`src/rtl/fcfs_req_queue.sv`:
```
// First-come-first-served request queue feeding the bus arbiter: detects falling
// edges on active-low request lines and presents the oldest requester as head.
module fcfs_req_queue #(
  parameter int N_MASTERS = 8,
  parameter int ID_W      = 3,
  parameter int CNT_W     = 4
) (
  input  logic                 clk,
  input  logic                 rst,
  input  logic [N_MASTERS-1:0] req,
  input  logic                 pop,
  output logic                 head_valid,
  output logic [ID_W-1:0]      head_id,
  output logic [CNT_W-1:0]     count,
  output logic [N_MASTERS-1:0] pending,
  output logic                 pop_err
);

  logic [N_MASTERS-1:0] req_q_r;
  logic [ID_W-1:0]      mem_r [N_MASTERS];
  logic [ID_W-1:0]      rd_ptr_r;
  logic [ID_W-1:0]      wr_ptr_r;

  logic [N_MASTERS-1:0] fall_s;
  logic                 do_pop_s;
  logic [N_MASTERS-1:0] pend_s;
  logic [ID_W-1:0]      mem_s [N_MASTERS];
  logic [ID_W-1:0]      rd_s;
  logic [ID_W-1:0]      wr_s;
  logic [CNT_W-1:0]     cnt_s;
  logic                 hv_s;
  logic [ID_W-1:0]      hid_s;
  logic                 err_s;

  // Pointer advance modulo N_MASTERS, so non-power-of-two depths also wrap correctly.
  function automatic logic [ID_W-1:0] ptr_inc(input logic [ID_W-1:0] p);
    if (p == ID_W'(N_MASTERS - 1)) begin
      return '0;
    end else begin
      return p + ID_W'(1);
    end
  endfunction

  // Next-state computation: the pop is applied first, then appends in ascending index order.
  always_comb begin
    fall_s   = req_q_r & ~req;
    do_pop_s = pop & head_valid;
    err_s    = pop & ~head_valid;
    pend_s   = pending;
    mem_s    = mem_r;
    rd_s     = rd_ptr_r;
    wr_s     = wr_ptr_r;
    cnt_s    = count;
    hv_s     = 1'b0;
    hid_s    = '0;

    if (do_pop_s) begin
      pend_s[head_id] = 1'b0;
      rd_s            = ptr_inc(rd_ptr_r);
      cnt_s           = count - CNT_W'(1);
    end else begin
      rd_s = rd_ptr_r;
    end

    // A master freed by this cycle's pop may re-append here, landing at the tail.
    for (int i = 0; i < N_MASTERS; i++) begin
      if (fall_s[i] && !pend_s[i]) begin
        mem_s[wr_s] = ID_W'(i);
        wr_s        = ptr_inc(wr_s);
        pend_s[i]   = 1'b1;
        cnt_s       = cnt_s + CNT_W'(1);
      end else begin
        pend_s[i] = pend_s[i];
      end
    end

    if (cnt_s != '0) begin
      hv_s  = 1'b1;
      hid_s = mem_s[rd_s];
    end else begin
      hv_s  = 1'b0;
      hid_s = '0;
    end
  end

  // State and registered outputs; reset discards every entry and idles the request sample.
  always_ff @(posedge clk) begin
    if (rst) begin
      req_q_r    <= '1;
      rd_ptr_r   <= '0;
      wr_ptr_r   <= '0;
      for (int i = 0; i < N_MASTERS; i++) begin
        mem_r[i] <= '0;
      end
      head_valid <= 1'b0;
      head_id    <= '0;
      count      <= '0;
      pending    <= '0;
      pop_err    <= 1'b0;
    end else begin
      req_q_r    <= req;
      rd_ptr_r   <= rd_s;
      wr_ptr_r   <= wr_s;
      mem_r      <= mem_s;
      head_valid <= hv_s;
      head_id    <= hid_s;
      count      <= cnt_s;
      pending    <= pend_s;
      pop_err    <= err_s;
    end
  end

endmodule

```
`config.mk`:
```
export PLATFORM = sky130hd
export DESIGN_NAME = fcfs_req_queue
export DESIGN_NICKNAME = d
export VERILOG_FILES = /design/src/rtl/fcfs_req_queue.sv
export SDC_FILE = /design/constraint.sdc
export NUM_CORES = 1
export LEC_CHECK = 0
export CAP_MARGIN = 5
export CORE_ASPECT_RATIO = 0.9
export CORE_UTILIZATION = 60
export CTS_CLUSTER_SIZE = 24
export DETAILED_ROUTE_END_ITERATION = 16
export PLACE_DENSITY_LB_ADDON = 0.12
export SYNTH_ARGS = -nofsm -noshare
export SYNTH_HDL_FRONTEND = slang
export SYNTH_SLANG_ARGS = --single-unit
```
`constraint.sdc`:
```
create_clock -name clk -period 27.9 [get_ports clk]
set_clock_uncertainty 0.2 [all_clocks]
set_input_delay 5.58 -clock clk [delete_from_list [all_inputs] [get_ports clk]]
set_output_delay 5.58 -clock clk [all_outputs]
set_load 0.005 [all_outputs]
```
==> results.py <==
metrics = {
    "sta": {
        "fmax_ghz": 0.0672,
        "setup_viol": 0,
        "grt_setup_unrepaired": "no",
        "holdWs_ns": 0.324,
        "finalCriticalPeriod_ns": 14.88,
        "postLayoutSetupSlackWorst_ns": 13.02,
        "fin_crit_sh_pct": 53.3,
        "slew_headroom_pct": 30.7,
        "hold_violations": 0,
        "tightest_slew_ns": 1.04,
        "slew_violations": 0,
        "finalSetupTns_ns": 0,
    },
    "die": {
        "die-area_um2": 9620,
        "io_pins": 28,
        "core_area_um2": 8770,
        "floorplan.initialDensity_pct": 63.2,
        "die_y_um": 93.2,
        "die_width_um": 103,
        "rows": 32,
    },
    "global_routing": {
        "grt_pass1_wl_um": 27500,
        "antenna_found_initial": 0,
        "grt_util_all_layers_pct": 37.7,
        "gr-total-overflow": 0,
        "grt_pass1_vias": 5163,
        "grt_max_degree": 56,
    },
    "clocking": {
        "cts_buffer_depth": 2,
        "cts_hold_repair.buffers": 0,
        "cts_tree": "yes",
        "cts_buffers": 5,
        "cts_setup_buffers": 0,
        "clock_latency_ns": 0.33,
        "cts.repair.resized": 0,
        "clk_pin_slew_ns": 0.11,
        "cts-root-buf": "clkbuf_8",
        "clock-sinks": 55,
        "htreeDepth": 2,
    },
    "logic_synthesis": {
        "synth_area_um2": 5540,
        "async_reset_ff_share_pct": 0,
        "synth_top_area_cell": "dfxtp_1",
        "synth_top_area_share_pct": 19.9,
        "synth.yosys.seq_area_share_pct": 19.9,
        "syn_area_per_cell_um2": 7.63,
        "syn_nets": 756,
        "netlist_instances": 726,
        "ys_ff_latch": 55,
        "synth-main-ff-cell": "dfxtp_1",
        "synth-edff-count": 0,
        "synth_warnings": 0,
        "ys_top_cells_by_area": "dfxtp_1 (20%), nor2_1 (5.1%), xnor2_1 (5.1%)",
        "ys_types": 91,
    },
    "cells_and_area": {
        "nets": 759,
        "multi_input_area_um2": 4180,
        "area_growth_syn_to_layout_pct": 7.45,
        "diodes": 0,
        "final_cell_mix": "nor2_1 (75), nand2_1 (68), dfxtp_1 (55)",
        "register_area_um2": 1100,
        "finalInstanceArea_um2": 5950,
        "final_core_util_pct": 67.9,
        "fill_cells": 736,
        "fin_cells": 849,
        "layout-drive-gt1-share_pct": 8.63,
        "final_common_cell": "nor2_1",
    },
    "power": {
        "peakVddDrop_uv": 152,
        "p_per_area_nw_per_um2": 137,
        "p_leak_nw": 2.27,
        "power_mw": 0.813,
    },
    "route": {
        "drc_errors": 0,
        "drt_wl_total_um": 17900,
        "drtPass1Iterations": 6,
        "via_per_inst": 6.95,
        "vias": 5903,
        "ant_nets": 0,
        "wire_per_inst_um": 21.1,
        "drtIter0Drc": 668,
    },
    "placement": {
        "dp_hpwl_um": 13800,
        "portBuffers": 27,
        "post-place-ws_ns": 13.06,
        "dpl_cell_area_um2": 5840,
        "placed_cells": 841,
        "gp_congestion": 1.02,
    },
    "worst_setup_path": {
        "cp_max_fo": 13,
        "cp-start-kind": "primary input",
        "path_class": "in2reg",
        "required_ns": 27.89,
        "reg2reg_slack_ns": 18.26,
        "end_kind": "flop",
        "slowest_stage": "clkdlybuf4s50_1",
        "worstPathArrival_ns": 14.87,
        "crit_path_max_incr_delay_ns": 0.71,
        "cp_common_cell": "ha_1",
    },
    "hold_path": {
        "hold_path_class": "reg2reg",
    },
    "status": {
        "status": "complete, no violations",
    },
    "run": {
        "maxCapViolations": 0,
    },
}
## flip-flops by register name, summed over array words and instances, names as in the netlist
signal and cells:
head_valid 1, wr_ptr_r 3, head_id 3, count 4, rd_ptr_r 3, pending 8
pop_err 1, req_q_r 8, mem_r 24
## worst max-delay path, delay by kind of cell
| kind | cells | cell delay [ns] |
|---|---|---|
| and+or+nand+nor | 6 | 1.78 |
| AOI/OAI and AO/OA | 13 | 3.50 |
| adders and majority gates | 6 | 1.95 |
| muxes | 1 | 0.31 |
| buffers and inverters | 7 | 1.76 |
## synthesized netlist by cell type, drive strengths merged (6+ instances only)
cell    instances
o22ai          15
nand4           8
dfxtp          55
xnor2          40
or2             9
nor4           13
a31oi           9
nand3          23
nor2           75
nor3b          11
a21o           14
and2            6
nand2          68
mux2i          12
nor4bb          8
xor2            6
a22oi          10
a21boi          7
or3            11
nand2b         15
a21oi          57
nor3           17
a211oi          7
o21ai          27
clkbuf         25
ha             19
and3            6
nor2b           6
inv            22
o211ai         11
buf            14
## worst paths after layout
check / startpoint / to / cells past startpoint
setup reg to reg: head_valid / head_id[2] / 32
hold / removal: req_q_r[7] / pending[7] / 2
setup / recovery: pop / head_id[2] / 33
hold reg to reg: req_q_r[7] / pending[7] / 2
## per-layer routing
layer  wire length [um]  track usage (%)  part of all wire (%)
met5                  0                0                     0
met4                577             11.2                   3.2
met3               2090             7.10                    12
met2               7520             56.1                    42
met1               7760             54.8                    43
## kinds of logic (layout without fill, tap and decap cells)
family	Yosys count	count (layout)	share of synthesized area [%]
and+or+nand+nor	300	300	28.8
AOI/OAI and AO/OA	224	224	28.6
buffers and inverters	62	66	4.74
xor gates and xnor gates	51	51	11.0
DFF	55	55	19.9
muxes	14	14	2.57
adders and majority gates	20	20	4.49
## final cells by class
type,instances,area share (%)
Multi-Input combinational cell,609,70.2
Inverter,23,1.45
Sequential cell,55,18.5
Clock inverter,3,0.777
Tap cell,119,2.50
Clock buffer,5,1.16
Timing Repair Buffer,35,5.46
## where the power goes
group | total (mW) | switching, mW | internal, mW
logic | 0.635 | 0.393 | 0.242
registers | 0.119 | 0.0208 | 0.0986
clock network | 0.0590 | 0.0318 | 0.0272
total | 0.813 | 0.445 | 0.368
Power figures use the tool's default switching activity.
==> RTL edit (config.mk and constraints unchanged) <==
Reset style: asynchronous (`rst`), changed in one clocked block.
--- a/src/rtl/fcfs_req_queue.sv
+++ b/src/rtl/fcfs_req_queue.sv
@@ -86,3 +86,3 @@
   // State and registered outputs; reset discards every entry and idles the request sample.
-  always_ff @(posedge clk) begin
+  always_ff @(posedge clk or posedge rst) begin
     if (rst) begin
Formal check against the unedited RTL: not equivalent (a bounded check fails within 4 cycles, from zero or initial values and one cycle with rst high; the reset may be asserted at any time).
==> RTL edit against the original RTL <==
Total power rose by 2.4%. Worst hold slack improved by 0.012 ns. Design area fell by 3.2%. Worst setup slack improved by 1.1 ns. Non-clock buffer count fell by 3. Routed wire length fell by 14%. Sequential share of layout area rose by 5.5 points. Area after synthesis fell by 3.9%. Sequential cell count did not move. Critical endpoint is now head_id[1].
==> RTL edit: results (changes against the original RTL) <==
| Metric | Value |
|---|---|
| Crit-path max FO | 9 (-4) |
| Psw | 0.4459 mW (+0.12%) |
| Largest stage delay on the critical path | 0.59 ns (-0.12 ns) |
| Worst-Skew Late Latency | 0.34 ns |
| Wire per inst | 20.61 um (-2.5%) |
| Port buffer count | 27 (unchanged) |
| Commonest cells in the netlist | nand2_1 (56), nor2_1 (55), dfrtp_1 (47), a21oi_1 (34), inv_1 (32) |
| Cells taking the most area after synthesis | dfrtp_1 (22%), xnor2_1 (4.8%), ha_1 (4.5%), xnor2_4 (4.1%), dfstp_2 (3.9%) |
| Nets | 662 (-13%) |
| Critical Path AT | 13.76 ns (-1.11 ns) |
| First-pass DRT Iterations | 5 (-1) |
| Worst-path clk slew | 0.12 ns |
| Status | finished clean |
| Ys async rst share | 100.0% (+100 points) |
| Peak VDD IR | 0.09358 mV (-38%) |
| Static Leak | 2.287 nW (+0.60%) |
| CTS resizes | 0 (unchanged) |
| Commonest register cell after synthesis | dfrtp_1 |
| Seq/Total Area, Yosys | 26.04% (+6.2 points) |
| Largest net degree at the start of global routing | 56 (unchanged) |
| Syn nets | 645 (-15%) |
| CP max stage cell | clkdlybuf4s50_1 |
| Distinct cell type count after synthesis | 90 (-1.1%) |
| Vias in the first global route | 4732 (-8.3%) |
| Worst hold slack | 0.3363 ns (+0.01244 ns) |
| Worst reg2reg setup slack | 19.40 ns (+1.14 ns) |
| Layout cells sized above 1 | 11.06% (+2.4 points) |
| Global-route wire length before repair | 25270 um (-8.1%) |
| DR vias | 5030 (-15%) |
| Iter 0 DRT Violations | 432 (-35%) |
| Post-DP HPWL | 12130 um (-12%) |
| Max-slew headroom | 37.87% (+7.2 points) |
| GPL Wtd Cong | 0.9992 (-2.2%) |
| Total track usage | 35.91% (-1.8 points) |
| Placed inst area | 5670 um^2 (-2.9%) |
-- RTL edit: changes by cell type after synthesis, sizes merged, moves of 9 or more --
cell | unedited run | this run
inv | 22 | 36
a21oi | 57 | 39
nand2b | 15 | 6
dfxtp | 55 | 0
nor2 | 75 | 57
nand2 | 68 | 56
dfrtp | 0 | 47
clkbuf | 25 | 12
-- RTL edit: cell type report --
cell class | count | area [um^2]
Tap cell | 119 | 148.9
Clock buffer | 5 | 68.82
Multi-Input combinational cell | 502 | 3687
Clock inverter | 3 | 27.53
Timing Repair Buffer | 32 | 307.8
Sequential cell | 55 | 1386
Fill cell | 715 | 2841
Inverter | 36 | 140.1
-- RTL edit: worst register-to-register path: cells and delay by family, from the launching register on --
| kind | cells | cell delay [ns] |
|---|---|---|
| fa+ha+maj | 6 | 2.01 |
| compound gates | 11 | 2.75 |
| simple gates | 9 | 1.76 |
| buf+inv | 4 | 0.64 |
| mux | 2 | 0.52 |
| flops | 1 | 0.50 |
-- RTL edit: routing by layer --
layer,vias up,global-route usage (%),part of all wire [%]
met2,235,53.68,44
met4,0,10.14,2.4
met1,2427,50.66,44
met5,-,0,0
li1,2333,-,-
met3,35,9.623,9.7
-- RTL edit: logic make-up (layout without fill, tap and decap cells) --
group                    after synthesis  count (layout)  share of synthesized area, %
AO/OA/AOI/OAI                        180             180                         24.68
XOR/XNOR                              54              54                         14.24
adder cells (fa/ha/maj)               19              19                         4.465
buffers and inverters                 58              76                         4.700
flip-flops                            55              55                         26.04
multiplexers                          11              11                         2.233
AND/OR/NAND/NOR                      238             238                         23.64
-- RTL edit: path summary, 6_finish.rpt --
path / from / endpoint
min reg2reg: req_q_r[3] / pending[3]
max reg2reg: head_id[1] / head_id[1]
max in group asynchronous: rst / count[2]
max: pop / head_id[1]
min in group asynchronous: rst / rd_ptr_r[1]
min: req_q_r[3] / pending[3]
-- RTL edit: power by group through the flow --
| stage | Clock, mW | Sequential [mW] | Combinational [mW] |
|---|---|---|---|
| 2_1_floorplan | 0 | 0.131 | 0.488 |
| 5_1_grt | 0.0532 | 0.144 | 0.703 |
| 4_1_cts | 0.0510 | 0.140 | 0.630 |
| 3_5_place_dp | 0 | 0.141 | 0.627 |
| 6_report | 0.0505 | 0.141 | 0.642 |
| 3_3_place_gp | 0 | 0.140 | 0.610 |
-- RTL edit: stage by stage --
step	setup WS [ns]	cells	power, mW
6_report	14.15	752	0.8332
5_1_grt	13.49	752	0.9006
2_1_floorplan	15.54	615	0.6189
3_5_place_dp	13.98	744	0.7684
4_1_cts	14.32	752	0.8207
3_3_place_gp	14.33	744	0.7505
